## src/rtl/oled_frame_arbiter.sv

```systemverilog
// ============================================================================
// oled_frame_arbiter
//   Shares the single Oled_Display pixel_data input between up to NUM_CLIENTS
//   pixel producers. Panel ownership changes only on frame_begin, so a frame
//   is always drawn entirely by one client (or by the background colour).
//   Runs on the 6.25 MHz display clock.
//
// Parameters
//   NUM_CLIENTS  number of requesters (2..8)
//   HOLD_FRAMES  minimum frames a grant is kept once given (1..255)
//   BG_COLOUR    RGB565 pixel driven when no client is granted
//
// Ports
//   CLK           display clock, all logic on posedge
//   reset         synchronous, active-high
//   frame_begin   1-cycle pulse at start of each frame
//   pixel_index   current pixel index from Oled_Display (0..6143)
//   req           level request per client
//   prio_mode     0 = round-robin, 1 = fixed priority (lowest index wins)
//   client_pixel  RGB565 per client, client i at [16i+15:16i]
//   x, y          registered column/row of pixel_index (96 x 64 panel)
//   pixel_data    registered pixel to Oled_Display
//   grant         one-hot current owner, all-zero when idle
//   grant_valid   1 when grant is non-zero
//   frame_count   frames seen since reset, wraps 255 -> 0
// ============================================================================
module oled_frame_arbiter #(
    parameter int unsigned NUM_CLIENTS = 4,
    parameter int unsigned HOLD_FRAMES = 1,
    parameter logic [15:0] BG_COLOUR   = 16'h0000
) (
    input  logic                        CLK,
    input  logic                        reset,
    input  logic                        frame_begin,
    input  logic [12:0]                 pixel_index,
    input  logic [NUM_CLIENTS-1:0]      req,
    input  logic                        prio_mode,
    input  logic [16*NUM_CLIENTS-1:0]   client_pixel,
    output logic [6:0]                  x,
    output logic [5:0]                  y,
    output logic [15:0]                 pixel_data,
    output logic [NUM_CLIENTS-1:0]      grant,
    output logic                        grant_valid,
    output logic [7:0]                  frame_count
);

    localparam int unsigned IDX_W  = (NUM_CLIENTS > 1) ? $clog2(NUM_CLIENTS) : 1;
    localparam int unsigned HOLD_W = 8;
    localparam int unsigned PIX_W  = 16;
    localparam int unsigned X_W    = 7;
    localparam int unsigned Y_W    = 6;
    localparam int unsigned IDX13  = 13;

    localparam logic [HOLD_W-1:0] HOLD_RELOAD = HOLD_W'(HOLD_FRAMES - 1);
    localparam logic [IDX_W-1:0]  RR_RESET    = IDX_W'(NUM_CLIENTS - 1);
    localparam logic [IDX13-1:0]  NUM_PIXELS  = 13'd6144;
    localparam logic [IDX13-1:0]  NUM_COLS    = 13'd96;

    typedef enum logic {
        IDLE  = 1'b0,
        GRANT = 1'b1
    } state_t;

    state_t                   state_q;
    state_t                   state_d;
    logic [NUM_CLIENTS-1:0]   grant_d;
    logic [HOLD_W-1:0]        hold_q;
    logic [HOLD_W-1:0]        hold_d;
    logic [IDX_W-1:0]         rr_q;
    logic [IDX_W-1:0]         rr_d;
    logic [NUM_CLIENTS-1:0]   win;
    logic                     take_win;
    logic [IDX_W-1:0]         grant_idx;

    // Winner among r: lowest set index, or first set index after ptr (wrapping).
    // Loops run from the far end so the preferred candidate is written last.
    function automatic logic [NUM_CLIENTS-1:0] pick_winner(
        input logic [NUM_CLIENTS-1:0] r,
        input logic                   fixed_prio,
        input logic [IDX_W-1:0]       ptr
    );
        logic [NUM_CLIENTS-1:0] w;
        int                     j;
        w = '0;
        j = 0;
        if (fixed_prio) begin
            for (int i = int'(NUM_CLIENTS) - 1; i >= 0; i--) begin
                if (r[i]) begin
                    w    = '0;
                    w[i] = 1'b1;
                end
            end
        end else begin
            for (int k = int'(NUM_CLIENTS); k >= 1; k--) begin
                j = (int'(ptr) + k) % int'(NUM_CLIENTS);
                if (r[j]) begin
                    w    = '0;
                    w[j] = 1'b1;
                end
            end
        end
        return w;
    endfunction

    // Index of the set bit of a one-hot (or zero) vector.
    function automatic logic [IDX_W-1:0] onehot_to_idx(input logic [NUM_CLIENTS-1:0] oh);
        logic [IDX_W-1:0] idx;
        idx = '0;
        for (int i = 0; i < int'(NUM_CLIENTS); i++) begin
            if (oh[i]) begin
                idx = idx | IDX_W'(i);
            end
        end
        return idx;
    endfunction

    // Arbitration state register; grant and flags change only on frame_begin.
    always_ff @(posedge CLK) begin
        if (reset) begin
            state_q     <= IDLE;
            grant       <= '0;
            grant_valid <= 1'b0;
            hold_q      <= '0;
            rr_q        <= RR_RESET;
        end else begin
            state_q     <= state_d;
            grant       <= grant_d;
            grant_valid <= |grant_d;
            hold_q      <= hold_d;
            rr_q        <= rr_d;
        end
    end

    // Next-state logic, evaluated only at frame boundaries.
    always_comb begin
        state_d  = state_q;
        grant_d  = grant;
        hold_d   = hold_q;
        rr_d     = rr_q;
        take_win = 1'b0;
        win      = pick_winner(req, prio_mode, rr_q);

        if (frame_begin) begin
            case (state_q)
                IDLE: begin
                    if (|req) begin
                        take_win = 1'b1;
                    end
                end
                GRANT: begin
                    if ((req & grant) == '0) begin
                        // Owner left: hand over or fall back to background.
                        if (|req) begin
                            take_win = 1'b1;
                        end else begin
                            state_d = IDLE;
                            grant_d = '0;
                            hold_d  = '0;
                        end
                    end else if (hold_q != '0) begin
                        hold_d = hold_q - 1'b1;
                    end else if ((req & ~grant) != '0) begin
                        take_win = 1'b1;
                    end
                end
                default: begin
                    state_d = IDLE;
                    grant_d = '0;
                    hold_d  = '0;
                end
            endcase
        end

        if (take_win) begin
            state_d = GRANT;
            grant_d = win;
            hold_d  = HOLD_RELOAD;
            rr_d    = onehot_to_idx(win);
        end
    end

    // Frame counter.
    always_ff @(posedge CLK) begin
        if (reset) begin
            frame_count <= '0;
        end else if (frame_begin) begin
            frame_count <= frame_count + 8'd1;
        end
    end

    // Pixel coordinates; out-of-range indices map to the origin.
    always_ff @(posedge CLK) begin
        if (reset) begin
            x <= '0;
            y <= '0;
        end else if (pixel_index >= NUM_PIXELS) begin
            x <= '0;
            y <= '0;
        end else begin
            x <= X_W'(pixel_index % NUM_COLS);
            y <= Y_W'(pixel_index / NUM_COLS);
        end
    end

    assign grant_idx = onehot_to_idx(grant);

    // Pixel mux driven by the registered grant, so the source switches one
    // cycle after the grant becomes visible.
    always_ff @(posedge CLK) begin
        if (reset) begin
            pixel_data <= BG_COLOUR;
        end else if (grant_valid) begin
            pixel_data <= client_pixel[int'(grant_idx) * int'(PIX_W) +: PIX_W];
        end else begin
            pixel_data <= BG_COLOUR;
        end
    end

endmodule

```

## config.mk

```make
export PLATFORM = sky130hd
export DESIGN_NAME = oled_frame_arbiter
export DESIGN_NICKNAME = d
export VERILOG_FILES = /design/src/rtl/oled_frame_arbiter.sv
export SDC_FILE = /design/constraint.sdc
export NUM_CORES = 1
export LEC_CHECK = 0
export CAP_MARGIN = 30
export CORE_ASPECT_RATIO = 0.7
export CORE_UTILIZATION = 44
export CTS_CLUSTER_SIZE = 20
export DETAILED_ROUTE_END_ITERATION = 10
export PLACE_DENSITY_LB_ADDON = 0.08
export SYNTH_ARGS = -nofsm -noshare
export SYNTH_HDL_FRONTEND = slang
export SYNTH_SLANG_ARGS = --single-unit
```

## constraint.sdc

```tcl
create_clock -name CLK -period 3.1 [get_ports CLK]
set_input_delay 0.465 -clock CLK [delete_from_list [all_inputs] [get_ports CLK]]
set_output_delay 0.465 -clock CLK [all_outputs]
set_load 0.1 [all_outputs]
```

# --- Word-level counts from Yosys, hierarchy flattened ---
# Cells that the tools add are included.
word_totals:
  register_bits: 53
  inputBits: 85
op_classes:
  addsub: 6
  n_div: 2
  magnitude_cmp: 9
  eq_ne: 1
  shift: 1
  n_mux: 53
  n_bitwise: 9
  reduce_logical: 19
ops:
  columns: ["cell", "count"]
  rows:
  - ["variable part select 64 x 7 -> 16 bit", 1]
  - ["2-to-1 mux 4 bit", 14]
  - ["2-to-1 mux 8 bit", 3]
  - ["2-to-1 mux 1 bit", 23]
  - ["< comparator 3 x 4 -> 1 bit (second input constant)", 4]
  - ["OR reduction 2 bit", 7]
  - ["divider 13 x 7 -> 13 bit (second input constant)", 1]
  - [">= comparator 13 bit (second input constant)", 1]
  - ["modulo 13 x 7 -> 13 bit (second input constant)", 1]
  - [">= comparator 3 x 1 -> 1 bit (second input constant)", 4]
  - ["adder 8 x 1 -> 8 bit (second input constant)", 1]
  - ["bitwise AND 4 bit", 2]
  - ["binary-select mux 1 bit (select 2 bit)", 4]
  - ["demux 1 bit (select 2 bit)", 4]
  - ["2-to-1 mux 2 bit", 4]
  - ["nonzero test 8 bit", 1]
  - ["OR reduction 4 bit", 2]
  - ["subtractor 8 x 1 -> 8 bit (second input constant)", 1]
  - ["adder 2 x 1 -> 2 bit (second input constant)", 2]
  - ["adder 2 bit (second input constant)", 2]
  - ["bitwise AND 1 bit (first input constant)", 4]
  - ["logical AND 1 bit", 4]
  - ["logical NOT 4 bit", 1]
  - ["NOT 4 bit", 1]
  - ["other kinds (6)", 8]

# --- Logic depth before layout (Yosys ltp) ---
# Gate-level depths: netlist of the first run.
depth:
  word_depth: 15
  depth_mapped: 9
  depth_no_buf: 8

# --- Worst setup path after synthesis of the first run ---
# OpenSTA, ideal clock, no wires.
synth_timing:
  path_type: "register -> register"
  from: "register grant[1]"
  to: "register grant_valid"
  arrival_ns: 2.446
  t_required_ns: 2.966
  setup_slack_ns: 0.519
  stages_incl_launch_ff: 7
  path_cell_list: "dfxtp_1 a22oi_1 a21oi_1 o31a_1 nor2_1 a32o_2 or4_1"
synth_between:
  elab_chain_len: 10
  elab_cells_between_ends: 16
  cone_classes: "mux (10); bitwise (3); reduce/logical (3)"
synth_rtl:
  columns: ["item", "line_no", "rtl"]
  rows:
  - ["from (decl)", "42", "output logic [NUM_CLIENTS-1:0] grant,"]
  - ["from (signal assigned)", "127", "grant <= grant_d;"]
  - ["NOT 4 bit", "162", "end else if ((req & ~grant) != '0) begin"]
  - ["bitwise AND 4 bit", "162", null]
  - ["nonzero test 4 bit", "162", null]
  - ["2-to-1 mux 1 bit", "162", null]
  - ["2-to-1 mux 1 bit", "160", "end else if (hold_q != '0) begin"]
  - ["2-to-1 mux 1 bit", "151", "if ((req & grant) == '0) begin"]
  - ["case mux 1 bit (2 select lines)", "144", "case (state_q)"]
  - ["2-to-1 mux 1 bit", "143", "if (frame_begin) begin"]
  - ["2-to-1 mux 4 bit *", "174", "if (take_win) begin"]
  - ["OR reduction 4 bit *", "128", "grant_valid <= |grant_d;"]
  - ["to (signal assigned)", "128", null]
  - ["to (decl)", "43", "output logic grant_valid,"]
# Every way passes the cells marked *; elsewhere a longest branch is shown, timed or not.
# A chain may end at the register's enable or synchronous reset.

# --- Final worst setup path of the first run ---
layout_timing:
  from: "input port req[0]"
  to: "register grant_valid"
layout_between:
  elab_chain_len: 10
  elab_cells_between_ends: 35
  cone_classes: "mux (29); bitwise (2); reduce/logical (4)"
layout_rtl:
  columns: ["item", "line_no", "rtl"]
  rows:
  - ["from (decl)", "36", "input logic [NUM_CLIENTS-1:0] req,"]
  - ["binary-select mux 1 bit (select 2 bit)", "96", "if (r[j]) begin"]
  - ["2-to-1 mux 1 bit (implied by the code) (2 in a row)", "96", null]
  - ["2-to-1 mux 4 bit (4 in a row)", "96", null]
  - ["2-to-1 mux 4 bit", "86", "if (fixed_prio) begin"]
  - ["2-to-1 mux 4 bit *", "174", null]
  - ["OR reduction 4 bit *", "128", null]
# Every way passes the cells marked *; elsewhere a longest branch is shown, timed or not. The select of a mux whose other input is x is not followed.

==> flow_metrics.tcl, run 1 <==
set metrics [dict create \
    synth_xor_area_share_pct 4.33 \
    critPathArrivalTime_ns 2.86 \
    io_buffers 126 \
    synth_top_area_share_pct 32.8 \
    antenna_found_initial 0 \
    cts_tree "built" \
    status "complete, no violations" \
    core_area_um2 6940 \
    root_buffer "clkbuf_8" \
    finClkSkew_ns 0.00467 \
    cts.htree.levels 2 \
    fp.dieH_um 73.8 \
    grt_pass1_wl_um 15100 \
    ant_nets 0 \
    min_period_over_period_pct 86.0 \
    dieWidth_um 105 \
    synthFlopType "dfxtp_1" \
    min_path_type "reg2reg" \
    p_clk_share_pct 19.6 \
    fin_crit_ns 2.67 \
    gr-usage-met3_pct 7.81 \
    maxSlewViolCount 0 \
    synthesis.nets 488 \
    cts_buffers 5 \
    first_pass_iters 5 \
    hold_path_startpoint "frame_count[7]" \
    synthMuxAreaShare_pct 4.29 \
    yosysTopAreaCell "dfxtp_1" \
    avgViaCountPerCell 5.62 \
    cp-startpoint "req[0]" \
    switchingPower_mw 0.857 \
    use_met1_pct 33.3 \
    dr.first_iter.drc_count 181 \
    grt_pass1_vias 3124 \
    overflow 0 \
    synthTopCellsByArea "dfxtp_1 (33%), a311oi_1 (4.6%), nand2_1 (4.5%), o21ai_0 (4.5%), a211oi_1 (4.2%)" \
    clock_sinks 53 \
    crit_path_max_fanout 9 \
    comb_power_share_pct 43.7 \
    r2r-start "rr_q[1]" \
    fin_util_pct 66.5 \
    wl_um 9680 \
    die_area_um2 7710 \
    gp_congestion 0.907 \
    async_flop_share_pct 0 \
    max-cap-violations 0 \
    finalNetCount 613 \
    syn_to_final_growth_pct 42.8 \
    io_pins 127 \
    power.total_mw 2.05 \
    ys_warn_count 0 \
    drcViolationCount 0 \
    syn_area_um2 3240 \
    regArea_um2 1060 \
    vias 3470 \
    synthCells 397 \
    final_hold_viol_count 0 \
    ys_seq_area_share_pct 32.8 \
    clkTransAtPathRegs_ns 0.10 \
    dpl.hpwl_um 7400 \
    grt.busiest_layer "met2" \
    ir_drop_mv 0.252 \
    start_util_pct 46.6 \
    p_int_mw 1.19 \
    drive_gt1_share_pct 15.7 \
    crit_type "in2reg" \
    synth_compound_area_share_pct 26.4 \
    synth-edff-count 0 \
    ys_seq_elements 53 \
    switching_share_pct 41.8 \
    startpoint_type "input pin" \
    clkLatencyLatePin_ns 0.31 \
    synth_simple_gate_area_share_pct 24.3 \
    layout_common_cells "clkdlybuf4s50_1 (84), buf_4 (61), dfxtp_1 (53), nand2_1 (39), nor2_1 (34)" \
    rsz0062_at_grt "no" \
    wl_per_cell_um 15.7 \
    tightest_slew_ns 0.624 \
    slew_headroom_pct 58.3 \
    setup_viol 0 \
    cts_resized 0 \
    synth.avg_cell_area_um2 8.15 \
    leakage_nw 1.89 \
    synth_fa_ha_area_share_pct 2.32 \
    synthDistinctLibCells 69 \
    crit_path_end_kind "flop" \
    cellPowerDensity_nw_per_um2 444 \
    final_common_cell "clkdlybuf4s50_1" \
    nFillCells 628 \
    row_count 25 \
    hold_buffers 0 \
    fin_tns_setup_ns 0 \
    multiInputGateArea_um2 2000 \
    grt.met2_usage_pct 38.3 \
    max_freq_ghz 0.375 \
    synth_top_family_by_area "compound AO/OA/AOI/OAI gates" \
    antennaDiodeCount 0 \
    track_usage_pct 24.7 \
    worst_ep_required_time_ns 3.29 \
    grt_max_degree 52 \
    seqPwrFrac_pct 36.7 \
    post-cts-setup-buffers 0 \
    cts_buffer_depth 2 \
]
per-layer routing:
| layer | vias up | routed length [µm] |
|---|---|---|
| met2 | 143 | 4340 |
| met1 | 1609 | 4370 |
| li1 | 1707 | - |
| met4 | 0 | 91 |
| met3 | 11 | 882 |
| met5 | - | 0 |
power groups by stage:
| stage | registers, mW | logic, mW | clock network [mW] |
|---|---|---|---|
| after floorplan | 1.08 | 0.304 | 0 |
| after global placement | 0.768 | 0.881 | 0 |
| after detailed placement | 0.768 | 0.890 | 0 |
| after CTS | 0.753 | 0.893 | 0.417 |
| after global routing | 0.758 | 0.947 | 0.442 |
| final | 0.753 | 0.896 | 0.402 |
path summary, 6_finish.rpt:
check,endpoint,slack (ns),cells past startpoint
max,grant_valid,0.43,6
min,frame_count[7],0.51,2
max reg2reg,grant_valid,0.52,8
min reg2reg,frame_count[7],0.51,2
flip-flops by register name (all words and copies together) (netlist names):
name	flops
state_q	1
y	6
grant_valid	1
rr_q	2
hold_q	8
pixel_data	16
frame_count	8
grant	4
x	7
cell usage after synthesis (all sizes together), types with 6 or more instances:
master   n
clkbuf  22
xnor2    9
inv     15
a311oi  17
and2     7
nor2b   19
dfxtp   53
nand2   39
nor2    34
xor2     7
a211oi  18
ha       6
nand2b   9
nand3    6
a21oi   13
o21ai   29
nor3     7
critical path, stage by stage:
cell	delay (ns)
clkdlybuf4s50_1	0.55
mux4_1	0.69
a221oi_1	0.28
o31ai_1	0.12
a32o_2	0.28
or4_1	0.47
cells by family (layout without fill, tap and decap cells):
logic type / Yosys count / count (layout)
buffers and inverters: 42 / 168
DFF: 53 / 53
and+or+nand+nor: 151 / 151
xor gates and xnor gates: 16 / 16
AOI/OAI and AO/OA: 121 / 121
muxes: 8 / 8
adders and majority gates: 6 / 6
per-stage QoR:
step	std cells	hold WS, ns	setup slack [ns]	cell area, µm²
3_3_place_gp	609	0.468	0.192	4530
6_report	617	0.510	0.433	4620
4_1_cts	617	0.510	0.462	4620
2_1_floorplan	397	0.474	0.519	3240
5_1_grt	617	0.553	0.275	4620
3_5_place_dp	609	0.496	0.136	4530
cell type report:
type	instances	share of cell area, %
timing repair buffer	145	28.1
clock inverter	3	0.487
clock buffer	5	1.49
sequential	53	23.0
inverter	15	1.22
multi-input combinational	302	43.2
tap	94	2.55
No activity file was read; power rests on OpenSTA's default activity.
==> run 2: changes to the inputs <==
- CELL_PAD_IN_SITES_DETAIL_PLACEMENT: default -> 1
- CELL_PAD_IN_SITES_GLOBAL_PLACEMENT: default -> 2
- CORE_UTILIZATION: 44 -> 24
==> run 2 against run 1 <==
Combinational power grew 0.4%. Register-to-register slack got worse by 0.23 ns. Hold slack got worse by 0.026 ns. Fmax shrank 4.9%. Core utilization is 30 points lower. First-iteration DRC count is 38% lower. Sequential cell count unchanged.
==> flow_metrics.tcl, run 2 (synthesis results as in run 1) <==
set metrics [dict create \
    wl_per_cell_um 16.9 \
    power.total_mw 2.27 \
    largest_reg_flops 16 \
    vias 3468 \
    grt_pass1_wl_um 18500 \
    hold_buffers 0 \
    track_usage_pct 16.8 \
    cp-startpoint "rr_q[1]" \
    leakage_nw 1.93 \
    start_util_pct 24.6 \
    layout_common_cells "clkdlybuf4s50_1 (84), buf_4 (60), dfxtp_1 (53), nand2_1 (39), nor2_1 (34)" \
    grt_max_degree 52 \
    cp_slowest_cell "mux4_1" \
    cts_buffer_depth 2 \
    rsz0062_at_grt "no" \
    ant_nets 0 \
    fin_crit_ns 2.81 \
    core_area_um2 13100 \
    cts_buffers 5 \
    maxSlewViolCount 0 \
    die_area_um2 14000 \
    drive_gt1_share_pct 15.5 \
    ff2ff_path_depth 8 \
    crit_type "reg2reg" \
    fin_util_pct 36.3 \
    dr.first_iter.drc_count 112 \
    antenna_found_initial 0 \
    max_freq_ghz 0.356 \
    antennaDiodeCount 0 \
    rrSetupSlack_ns 0.29 \
    startpoint_type "flop" \
    row_count 35 \
    finalNetCount 612 \
    worst_ep_required_time_ns 3.28 \
    cellPowerDensity_nw_per_um2 476 \
    drcViolationCount 0 \
    max_stage_delay_ns 0.68 \
    slew_headroom_pct 46.5 \
    max-cap-violations 0 \
    ir_drop_mv 0.188 \
    min_period_over_period_pct 90.5 \
    fp.dieH_um 99.2 \
    fin_tns_setup_ns 0 \
    dieWidth_um 141 \
    crit_path_max_fanout 6 \
    overflow 0 \
    cts.htree.levels 2 \
    status "complete, no violations" \
    grt_pass1_vias 3395 \
    setup_viol 0 \
    cp-endpoint "grant_valid" \
    root_buffer "clkbuf_16" \
    cts_tree "built" \
    finClkSkew_ns 0.00651 \
    worstPathCellList "inv_1, ha_1, mux4_1, nand2_1, o21ai_0, a31oi_1, o2bb2ai_1, or4_1" \
    io_buffers 126 \
    dpl.hpwl_um 8930 \
    io_pins 127 \
    final_common_cell "clkdlybuf4s50_1" \
    syn_to_final_growth_pct 47.2 \
    fin_area_um2 4770 \
    wl_um 11600 \
    avgViaCountPerCell 5.04 \
    crit_buf_inv 1 \
    regMostFlops "pixel_data" \
    cts_resized 0 \
    crit_family "multiplexers" \
    place_area_um2 4610 \
    crit_cells 8 \
    final_hold_viol_count 0 \
    clkLatencyLatePin_ns 0.30 \
    post-cts-setup-buffers 0 \
    top_regs "pixel_data (16), frame_count (8), hold_q (8)" \
    clock_sinks 53 \
    critPathArrivalTime_ns 2.99 \
    tightest_slew_ns 0.799 \
    r2r-start "rr_q[1]" \
    gp_congestion 0.827 \
    first_pass_iters 7 \
    timing.rr.end "grant_valid" \
    crit_path_end_kind "flop" \
    clkTransAtPathRegs_ns 0.08 \
    min_path_type "reg2reg" \
]
## run 2: cell count changes in the layout (fill, tap and decap cells not counted)
cell | before | now
clkinvlp_4 | 3 | 0
buf_4 | 61 | 60
clkbuf_8 | 5 | 0
clkinv_4 | 0 | 1
clkbuf_16 | 0 | 5
inv_6 | 0 | 1
inv_8 | 0 | 1
## run 2: worst reg2reg max path, cell delays in order, from the launching register on
cell and delay (ns):
dfxtp_1 0.50, inv_1 0.12, ha_1 0.34, mux4_1 0.68, nand2_1 0.11, o21ai_0 0.08, a31oi_1 0.24, o2bb2ai_1 0.13
or4_1 0.49
## run 2: worst min path at each step
stage,depth (start not counted),end,slack [ns],start
after global placement,2,frame_count[7],0.47,frame_count[7]
after global routing,2,frame_count[7],0.54,frame_count[7]
after CTS,2,frame_count[7],0.50,frame_count[7]
after detailed placement,2,frame_count[7],0.48,frame_count[7]
after floorplan,2,state_q,0.47,state_q
final,2,frame_count[7],0.48,frame_count[7]
## run 2: per-layer routing
metal  part of all wire [%]  wire length, µm  GRT usage, %
met3                    5.0              582          3.18
met2                     44             5090          25.6
met1                     50             5850          24.7
met4                   0.66               76          2.76
met5                      0                0             0
## run 2: area by class of cell
type / count / area [µm²]
Clock buffer: 5 / 125
Clock inverter: 3 / 28.8
Fill cell: 1570 / 8370
Inverter: 15 / 56.3
Multi-Input combinational cell: 302 / 2000
Sequential cell: 53 / 1060
Tap cell: 166 / 208
Timing Repair Buffer: 144 / 1290
## run 2: through the flow
stage | instances | setup slack [ns] | hold slack (ns)
after floorplan | 397 | 0.519 | 0.474
after global placement | 680 | 0.165 | 0.466
after detailed placement | 680 | 0.121 | 0.484
after CTS | 688 | 0.322 | 0.496
after global routing | 688 | 0.0714 | 0.543
final | 688 | 0.295 | 0.484
## run 2: power by group
group          total, mW  switching (mW)  internal [mW]
clock network      0.614           0.302          0.311
logic              0.900           0.596          0.304
registers          0.756          0.0273          0.729
total               2.27           0.925           1.34
==> run 3: changes to the inputs <==
- SLEW_MARGIN: default -> 15
==> results of run 3 <==
Final layout, timing and power as in run 2 (identical DEF).
